### src/rtl/mem_stage.sv
// ---------------------------------------------------------------------------
// mem_stage
//
// Memory-access stage of the 5-stage pipeline. It takes one instruction from
// execute in each accept cycle. For a load or store, it runs a req/ack access
// on the data bus and stalls upstream until the access completes. Load data
// is aligned and extended. The write-back signals are registered and drive
// the register file write port directly.
//
// Ports
//   clk, rst            clock (rising edge), synchronous active-high reset
//   ex_valid            execute stage presents an instruction
//   ex_wreg/ex_waddr    instruction writes register ex_waddr
//   ex_wdata            ALU result for non-memory ops
//   ex_memop            0 none,1 LB,2 LBU,3 LH,4 LHU,5 LW,6 SB,7 SH,8 SW
//   ex_maddr/ex_sdata   byte address and store data of the memory op
//   mem_stall           upstream must hold ex_* (stage is BUSY)
//   dbus_req/we/addr/be/wdata   registered bus request, held until ack
//   dbus_ack/dbus_rdata         access complete / load word (same cycle)
//   wb_we/wb_waddr/wb_wdata     register file write port
//   misalign            one-cycle pulse after accepting a misaligned access
// ---------------------------------------------------------------------------
module mem_stage (
   input  logic        clk,
   input  logic        rst,
   input  logic        ex_valid,
   input  logic        ex_wreg,
   input  logic [4:0]  ex_waddr,
   input  logic [31:0] ex_wdata,
   input  logic [3:0]  ex_memop,
   input  logic [31:0] ex_maddr,
   input  logic [31:0] ex_sdata,
   output logic        mem_stall,
   output logic        dbus_req,
   output logic        dbus_we,
   output logic [31:0] dbus_addr,
   output logic [3:0]  dbus_be,
   output logic [31:0] dbus_wdata,
   input  logic        dbus_ack,
   input  logic [31:0] dbus_rdata,
   output logic        wb_we,
   output logic [4:0]  wb_waddr,
   output logic [31:0] wb_wdata,
   output logic        misalign
);

   typedef enum logic {IDLE = 1'b0, BUSY = 1'b1} state_t;

   localparam logic [3:0] OP_LB  = 4'd1;
   localparam logic [3:0] OP_LBU = 4'd2;
   localparam logic [3:0] OP_LH  = 4'd3;
   localparam logic [3:0] OP_LHU = 4'd4;
   localparam logic [3:0] OP_LW  = 4'd5;
   localparam logic [3:0] OP_SB  = 4'd6;
   localparam logic [3:0] OP_SH  = 4'd7;
   localparam logic [3:0] OP_SW  = 4'd8;

   state_t      state_q, state_d;
   logic [3:0]  op_q, op_d;
   logic [1:0]  lane_q, lane_d;
   logic [4:0]  waddr_q, waddr_d;
   logic        wreg_q, wreg_d;

   logic        req_q, req_d;
   logic        we_q, we_d;
   logic [31:0] addr_q, addr_d;
   logic [3:0]  be_q, be_d;
   logic [31:0] bwdata_q, bwdata_d;

   logic        wb_we_q, wb_we_d;
   logic [4:0]  wb_waddr_q, wb_waddr_d;
   logic [31:0] wb_wdata_q, wb_wdata_d;
   logic        misalign_q, misalign_d;

   // ---------------- decode of the incoming op ----------------
   logic        is_load, is_store, is_byte, is_half, is_word, is_misal;
   logic [3:0]  acc_be;
   logic [31:0] st_wdata;

   always_comb begin
      is_load  = (ex_memop >= OP_LB) && (ex_memop <= OP_LW);
      is_store = (ex_memop >= OP_SB) && (ex_memop <= OP_SW);
      is_byte  = (ex_memop == OP_LB) || (ex_memop == OP_LBU) || (ex_memop == OP_SB);
      is_half  = (ex_memop == OP_LH) || (ex_memop == OP_LHU) || (ex_memop == OP_SH);
      is_word  = (ex_memop == OP_LW) || (ex_memop == OP_SW);
      is_misal = (is_half && ex_maddr[0]) || (is_word && (ex_maddr[1:0] != 2'b00));

      // Byte enables follow the access size and lane. Loads drive them too,
      // so the bus sees which bytes are wanted.
      acc_be = 4'b1111;
      if (is_byte)
         acc_be = 4'b0001 << ex_maddr[1:0];
      else if (is_half)
         acc_be = ex_maddr[1] ? 4'b1100 : 4'b0011;

      // Store data is replicated across lanes so that the byte enables alone
      // pick the destination bytes.
      st_wdata = ex_sdata;
      if (is_byte)
         st_wdata = {4{ex_sdata[7:0]}};
      else if (is_half)
         st_wdata = {2{ex_sdata[15:0]}};
   end

   // ---------------- load alignment ----------------
   logic [31:0] ld_shift;
   logic [31:0] ld_data;

   always_comb begin
      // Shift the addressed lane down to bit 0. A half-word lane is 0 or 2,
      // so the same shift also serves LH/LHU.
      ld_shift = dbus_rdata >> {lane_q, 3'b000};
      case (op_q)
         OP_LB:   ld_data = {{24{ld_shift[7]}}, ld_shift[7:0]};
         OP_LBU:  ld_data = {24'd0, ld_shift[7:0]};
         OP_LH:   ld_data = {{16{ld_shift[15]}}, ld_shift[15:0]};
         OP_LHU:  ld_data = {16'd0, ld_shift[15:0]};
         default: ld_data = dbus_rdata;
      endcase
   end

   // ---------------- next-state / output logic ----------------
   always_comb begin
      state_d    = state_q;
      op_d       = op_q;
      lane_d     = lane_q;
      waddr_d    = waddr_q;
      wreg_d     = wreg_q;
      req_d      = req_q;
      we_d       = we_q;
      addr_d     = addr_q;
      be_d       = be_q;
      bwdata_d   = bwdata_q;
      wb_we_d    = 1'b0;
      wb_waddr_d = 5'd0;
      wb_wdata_d = 32'd0;
      misalign_d = 1'b0;

      case (state_q)
         IDLE: begin
            if (ex_valid) begin
               if (is_load || is_store) begin
                  if (is_misal) begin
                     misalign_d = 1'b1;
                  end else begin
                     state_d  = BUSY;
                     op_d     = ex_memop;
                     lane_d   = ex_maddr[1:0];
                     waddr_d  = ex_waddr;
                     wreg_d   = ex_wreg;
                     req_d    = 1'b1;
                     we_d     = is_store;
                     addr_d   = {ex_maddr[31:2], 2'b00};
                     be_d     = acc_be;
                     bwdata_d = is_store ? st_wdata : 32'd0;
                  end
               end else begin
                  wb_we_d    = ex_wreg && (ex_waddr != 5'd0);
                  wb_waddr_d = ex_waddr;
                  wb_wdata_d = ex_wdata;
               end
            end
         end
         BUSY: begin
            if (dbus_ack) begin
               state_d  = IDLE;
               req_d    = 1'b0;
               we_d     = 1'b0;
               addr_d   = 32'd0;
               be_d     = 4'd0;
               bwdata_d = 32'd0;
               if (!we_q) begin
                  wb_we_d    = wreg_q && (waddr_q != 5'd0);
                  wb_waddr_d = waddr_q;
                  wb_wdata_d = ld_data;
               end
            end
         end
         default: state_d = IDLE;
      endcase
   end

   always_ff @(posedge clk) begin
      if (rst) begin
         state_q    <= IDLE;
         op_q       <= 4'd0;
         lane_q     <= 2'd0;
         waddr_q    <= 5'd0;
         wreg_q     <= 1'b0;
         req_q      <= 1'b0;
         we_q       <= 1'b0;
         addr_q     <= 32'd0;
         be_q       <= 4'd0;
         bwdata_q   <= 32'd0;
         wb_we_q    <= 1'b0;
         wb_waddr_q <= 5'd0;
         wb_wdata_q <= 32'd0;
         misalign_q <= 1'b0;
      end else begin
         state_q    <= state_d;
         op_q       <= op_d;
         lane_q     <= lane_d;
         waddr_q    <= waddr_d;
         wreg_q     <= wreg_d;
         req_q      <= req_d;
         we_q       <= we_d;
         addr_q     <= addr_d;
         be_q       <= be_d;
         bwdata_q   <= bwdata_d;
         wb_we_q    <= wb_we_d;
         wb_waddr_q <= wb_waddr_d;
         wb_wdata_q <= wb_wdata_d;
         misalign_q <= misalign_d;
      end
   end

   assign mem_stall  = (state_q == BUSY);
   assign dbus_req   = req_q;
   assign dbus_we    = we_q;
   assign dbus_addr  = addr_q;
   assign dbus_be    = be_q;
   assign dbus_wdata = bwdata_q;
   assign wb_we      = wb_we_q;
   assign wb_waddr   = wb_waddr_q;
   assign wb_wdata   = wb_wdata_q;
   assign misalign   = misalign_q;

endmodule

### config.mk
export PLATFORM = sky130hd
export DESIGN_NAME = mem_stage
export DESIGN_NICKNAME = d
export VERILOG_FILES = /design/src/rtl/mem_stage.sv
export SDC_FILE = /design/constraint.sdc
export NUM_CORES = 1
export LEC_CHECK = 0
export ABC_AREA = 1
export CAP_MARGIN = 0
export CORE_MARGIN = 3
export CORE_UTILIZATION = 42
export CTS_CLUSTER_DIAMETER = 40
export DETAILED_ROUTE_END_ITERATION = 7
export PLACE_DENSITY_LB_ADDON = 0.3
export SLEW_MARGIN = 10
export SYNTH_ARGS = -nofsm -noshare
export SYNTH_HDL_FRONTEND = slang
export SYNTH_SLANG_ARGS = --single-unit
### constraint.sdc
create_clock -name clk -period 2.14 [get_ports clk]
set_clock_uncertainty 0.2 [all_clocks]
set_input_delay 0.214 -clock clk [delete_from_list [all_inputs] [get_ports clk]]
set_output_delay 0.214 -clock clk [all_outputs]
set_load 0.05 [all_outputs]
==> results of run 1 <==
## cells by family after synthesis
logic type | synth area share
flip-flops | 0.4200
AND/OR/NAND/NOR | 0.2857
other | 0.0006557
XOR/XNOR | 0.001532
AO/OA/AOI/OAI | 0.1908
buffers and inverters | 0.1013
## flip-flops by register name, summed over array words and instances (netlist names), 2 cells and up
name        cells
lane_q          2
wb_wdata       32
dbus_wdata     32
op_q            4
waddr_q         5
wb_waddr        5
dbus_be         4
dbus_addr      30
## layer usage
layer,GRT usage,up-vias,wire (µm)
met5,0,-,0
met1,0.3007,2968,7693
met2,0.4066,246,9093
li1,-,3273,-
met3,0.08940,27,1874
met4,0.09027,0,354
## path summary, 6_finish.rpt
kind	start	endpoint	slack, ns
setup / recovery	dbus_we	dbus_we	0.13
hold / removal	rst	misalign	0.11
setup reg to reg	lane_q[0]	wb_wdata[28]	0.33
hold reg to reg	dbus_req	dbus_req	0.27
## synth_stat cells, drive strengths merged
library cell and count:
o22ai 1, conb 1, nor4 1, o211ai 9
nand4 1, or2 1, dfxtp 120, o21ai 68
nor2 32, inv 70, clkbuf 32, nor3 3
nand3 102, a21oi 133, xnor2 1, nand2 248
buf 30, nand3b 1
## layout make-up
cell class	count	area (µm²)
fill	1164	4184
sequential	120	2402
multi-input combinational	603	2755
inverter	70	262.8
timing repair buffer	283	2863
tap	176	220.2
clock inverter	11	148.9
antenna	1	2.502
clock buffer	20	456.7
## metrics by stage
| stage | power (mW) | instances | hold WS (ns) |
|---|---|---|---|
| after floorplan | 3.282 | 855 | 0.1489 |
| after global placement | 3.925 | 1252 | 0.2536 |
| after detailed placement | 3.938 | 1252 | 0.2632 |
| after CTS | 6.859 | 1283 | 0.09998 |
| after global routing | 7.075 | 1283 | 0.1290 |
| final | 6.797 | 1284 | 0.1115 |
## power groups by stage
stage	logic (mW)	registers [mW]	clock network [mW]
after detailed placement	1.50	2.43	0
final	1.51	2.39	2.90
after global routing	1.64	2.39	3.04
after floorplan	0.576	2.71	0
after CTS	1.51	2.39	2.96
after global placement	1.50	2.43	0
==> results.md, run 1 <==
- Setup Viol. Count Final: 0
- Detailed Route Iter0 Violations: approximately 530
- Buf/Inv on CP: 1
- Crit path max fanout: 3
- Int Power: 4.848 mW
- Final Cell Area: 0.009111 mm²
- P&R area growth vs syn: 59.31%
- WP data required: 1.73 ns
- Seq/Total Area, Yosys: 0.4200
- Vias per inst: 5.073
- RSZ-0062 raised after global routing: no
- H-tree depth: 4
- Clock slew at reported path FFs: roughly 0.05 ns
- Routed via count: 6514
- IO Port Bufs: ~250
- Minimum clock period: 2.014 ns
- Slew Viols, Final: 0
- Worst-path cell chain: clkdlybuf4s50_1
- Max incr delay on CP: 0.84 ns
- Util after Layout: 0.6853
- Worst setup EP type: output port
- Starting Density: 0.4302
- Fin nets: 1237
- Vias in the first global route: 5979
- Crit path arrival time: approximately 1.6 ns
- Switching share of power: 0.2867
- Wire length of the first global-routing pass: 29570 µm
- Sequential Power Share: 0.351
- Setup WS post-layout: 0.1260 ns
- Worst path top cell family by delay: buffers and inverters
- CTS tree: done
- Placed cell areas: 0.008503 mm²
- Die Area: about 0.015 mm²
- Cells after Synth: approximately 850
- Max frequency: 496.5 MHz
- Worst-Skew Late Latency: a little over 0.4 ns
- Startpoint Class: flop
- Final Hold Vio Count: 0
- Switch Pwr: 1.949 mW
- Synth cell types: 27
- Logic pwr share: 0.223
- Slowest cell on the critical path: clkdlybuf4s50_1
- Synth Register Bits: 120
- Drt total wl: about 19000 µm
- Global route total overflow: 0
- Tot GR Track Use: 0.2487
- Final Wtd Congestion: around 0.87
- Rel. slew slack: 0.6028
- Min-delay worst type: in -> reg
- Post-CTS Setup Inserts: 0
- Worst r2r path cells: 10
- Post-synth top area share: 0.4200
- Top Ports: 252
- Num CTS Buffers: 17
- Root Driver: clkbuf_16
- Die Ht: around 120 µm
- Core ar.: ~0.013 mm²
- CP Class: reg -> out
- WL per Instance: 14.81 µm
- Critical Path Stages: 1
- Cell Rows: 42
- Pleak: 3.728 nW
- Clock sinks: 120
- CTS max path bufs: 2
- Yosys warnings: 0
- Power Dens Cells: 746.0 mW/mm²
- Area leader, netlist: dfxtp_1
- Pre-CTS WS: -0.09948 ns
- Cts hold-fix bufs: 0
- Most frequent cells in the layout: nand2_1, clkdlybuf4s50_1, a21oi_1, dfxtp_1, nand3_1
- Drt pass-1 iters: 5
- DP HPWL: approximately 14000 µm
- Worst VDD drop: 0.5693 mV
- Hold Path Depth: 4
- Overall die width: about 120 µm
- Measured slew at the worst slew-check pin: 0.5939 ns
- Antenna Nets Post-Route: 0
- DR DRC count: 0
- Fin crit share: 0.9411
- Max-cap viol count: 0
- Run status: completed
- Area contributors post-synth: dfxtp_1, nand2_1, a21oi_1, nand3_1, o21ai_0
- Post-Syn Area: ~0.0057 mm²
- Final TNS setup: 0 ns
- Clk network pwr share: 0.427
- Share of cells above drive strength 1: 0.07588
- # resized after CTS: 0
- Syn avg cell area: 6.697 µm²
- Largest net degree at the start of global routing: 108
- Initial antenna violation count: 0
Power figures use the tool's default switching activity.
==> run 2, diff against run 1 <==
--- a/config.mk
+++ b/config.mk
@@ -7,7 +7,7 @@
 export LEC_CHECK = 0
 export ABC_AREA = 1
 export CAP_MARGIN = 0
-export CORE_MARGIN = 3
+export CORE_MARGIN = 2
 export CORE_UTILIZATION = 42
 export CTS_CLUSTER_DIAMETER = 40
 export DETAILED_ROUTE_END_ITERATION = 7
==> run 2 against run 1 <==
Non-clock buffer count fell by 3. Utilization rose by 0.10 points. Critical endpoint unchanged. Clock-buffer cell count fell by 1.
==> results.md, run 2 (synthesized netlist as in run 1, its figures left out) <==
- Rel. slew slack: 0.6080
- Worst VDD drop: approximately 0.56 mV
- GR Util met2: 0.4336
- Setup Viol. Count Final: 0
- Initial antenna violation count: 1
- Share of cells above drive strength 1: 0.07240
- Most frequent cells in the layout: clkdlybuf4s50_1, nand2_1, a21oi_1, dfxtp_1, nand3_1
- Global route total overflow: 0
- Met3 usage: 0.1005
- Sequential Power Share: 0.346
- CTS tree: done
- Routed via count: 6469
- Worst-path cell chain: clkdlybuf4s50_1
- DR DRC count: 0
- Largest net degree at the start of global routing: 70
- Grt peak-use layer: met2
- Slowest cell on the critical path: clkdlybuf4s50_1
- Placed cell areas: 0.008491 mm²
- Root Driver: clkbuf_16
- Final Cell Area: about 0.0091 mm²
- Max-cap viol count: 0
- Fin crit share: 0.9559
- P&R area growth vs syn: 59.55%
- Starting Density: 0.4302
- Worst setup EP type: output port
- Detailed Route Iter0 Violations: 581
- Int Power: 4.869 mW
- Clock slew at reported path FFs: 0.06 ns
- CP Class: reg -> out
- Run status: completed
- Crit path arrival time: around 1.6 ns
- WP data required: 1.73 ns
- Buf/Inv on CP: 1
- Cell Rows: 42
- Overall die width: 120.7 µm
- DP HPWL: 13490 µm
- Drt total wl: 18950 µm
- Top Ports: 252
- Util after Layout: 0.6863
- RSZ-0062 raised after global routing: no
- Die Area: 0.01457 mm²
- Grt met1 use: 0.3122
- Switch Pwr: slightly above 2 mW
- Crit path max fanout: 3
- Drt pass-1 iters: 5
- Final Wtd Congestion: 0.9234
- Die Ht: 120.7 µm
- Power Dens Cells: about 760 mW/mm²
- Minimum clock period: 2.046 ns
- Worst path top cell family by delay: buffers and inverters
- IO Port Bufs: 249
- Logic pwr share: 0.221
- Vias in the first global route: 6131
- Num CTS Buffers: 17
- Tot Pwr: 6.894 mW
- Clock sinks: 120
- Vias per inst: 5.046
- H-tree depth: 4
- Clk network pwr share: 0.434
- Tot GR Track Use: 0.2624
- CTS max path bufs: 2
- Startpoint Class: flop
- Max frequency: 488.9 MHz
- Switching share of power: 0.2938
- Worst-Skew Late Latency: 0.42 ns
- Core ar.: 0.01330 mm²
- Pleak: 3.720 nW
- WL per Instance: 14.78 µm
- Antenna Nets Post-Route: 0
- Min-delay worst type: in -> reg
- Final Hold Vio Count: 0
- Slew Viols, Final: 0
- Measured slew at the worst slew-check pin: approximately 0.59 ns
- Most common cell after layout, fill and taps aside: clkdlybuf4s50_1
- Max incr delay on CP: 0.86 ns
- Fin nets: approximately 1200
- Wire length of the first global-routing pass: 30330 µm
[run 2: final cells by class]
cell class	instances	area, µm²
clock inverters	13	168.9
diodes	1	2.502
clock buffers	19	452.9
multi-input cells	603	2755
repair buffers	280	2860
inverters	70	262.8
well taps	176	220.2
fillers	1152	4170
flip-flops and latches	120	2402
[run 2: path summary, 6_finish.rpt]
path | start | to | slack, ns | depth (start not counted)
hold / removal | ex_maddr[29] | dbus_addr[29] | 0.15 | 3
setup reg to reg | mem_stall | dbus_wdata[4] | 0.30 | 7
hold reg to reg | dbus_req | dbus_req | 0.26 | 2
setup / recovery | dbus_we | dbus_we | 0.09 | 1
[run 2: repair_timing]
| item | CTS | global route |
|---|---|---|
| hold buffers | 1 | 0 |
| resized for setup | 0 | 0 |
| hold endpoints to repair | 24 | 0 |
| setup buffers | 0 | 0 |
[run 2: power by group through the flow]
stage               Clock [mW]  Sequential [mW]  Combinational (mW)
floorplan                    0             2.71               0.576
global placement             0             2.43                1.50
detailed placement           0             2.43                1.51
CTS                       3.05             2.38                1.52
global route              3.15             2.39                1.65
finish                    2.99             2.38                1.52
[run 2: per-stage QoR]
| stage | hold WS (ns) | setup slack (ns) | instances | setup TNS (ns) |
|---|---|---|---|---|
| after floorplan | 0.1489 | 0.07964 | 855 | 0 |
| after global placement | 0.2518 | -0.02693 | 1248 | -0.1007 |
| after detailed placement | 0.2594 | -0.1527 | 1248 | -3.157 |
| after CTS | 0.1356 | 0.05946 | 1281 | 0 |
| after global routing | 0.1576 | 0.05140 | 1281 | 0 |
| final | 0.1533 | 0.09446 | 1282 | 0 |
[run 2: routing by layer]
metal | wire [µm] | up-vias
met2 | 9082 | 267
met3 | 1756 | 24
met1 | 7779 | 2912
li1 | - | 3266
met5 | 0 | -
met4 | 329 | 0
==> run 3, diff against run 2 <==
--- a/config.mk
+++ b/config.mk
@@ -11,6 +11,7 @@
 export CORE_UTILIZATION = 42
 export CTS_CLUSTER_DIAMETER = 40
 export DETAILED_ROUTE_END_ITERATION = 7
+export GPL_ROUTABILITY_DRIVEN = 0
 export PLACE_DENSITY_LB_ADDON = 0.3
 export SLEW_MARGIN = 10
 export SYNTH_ARGS = -nofsm -noshare
==> results of run 3 <==
The final DEF is identical to that of run 2; final timing and power are the same.
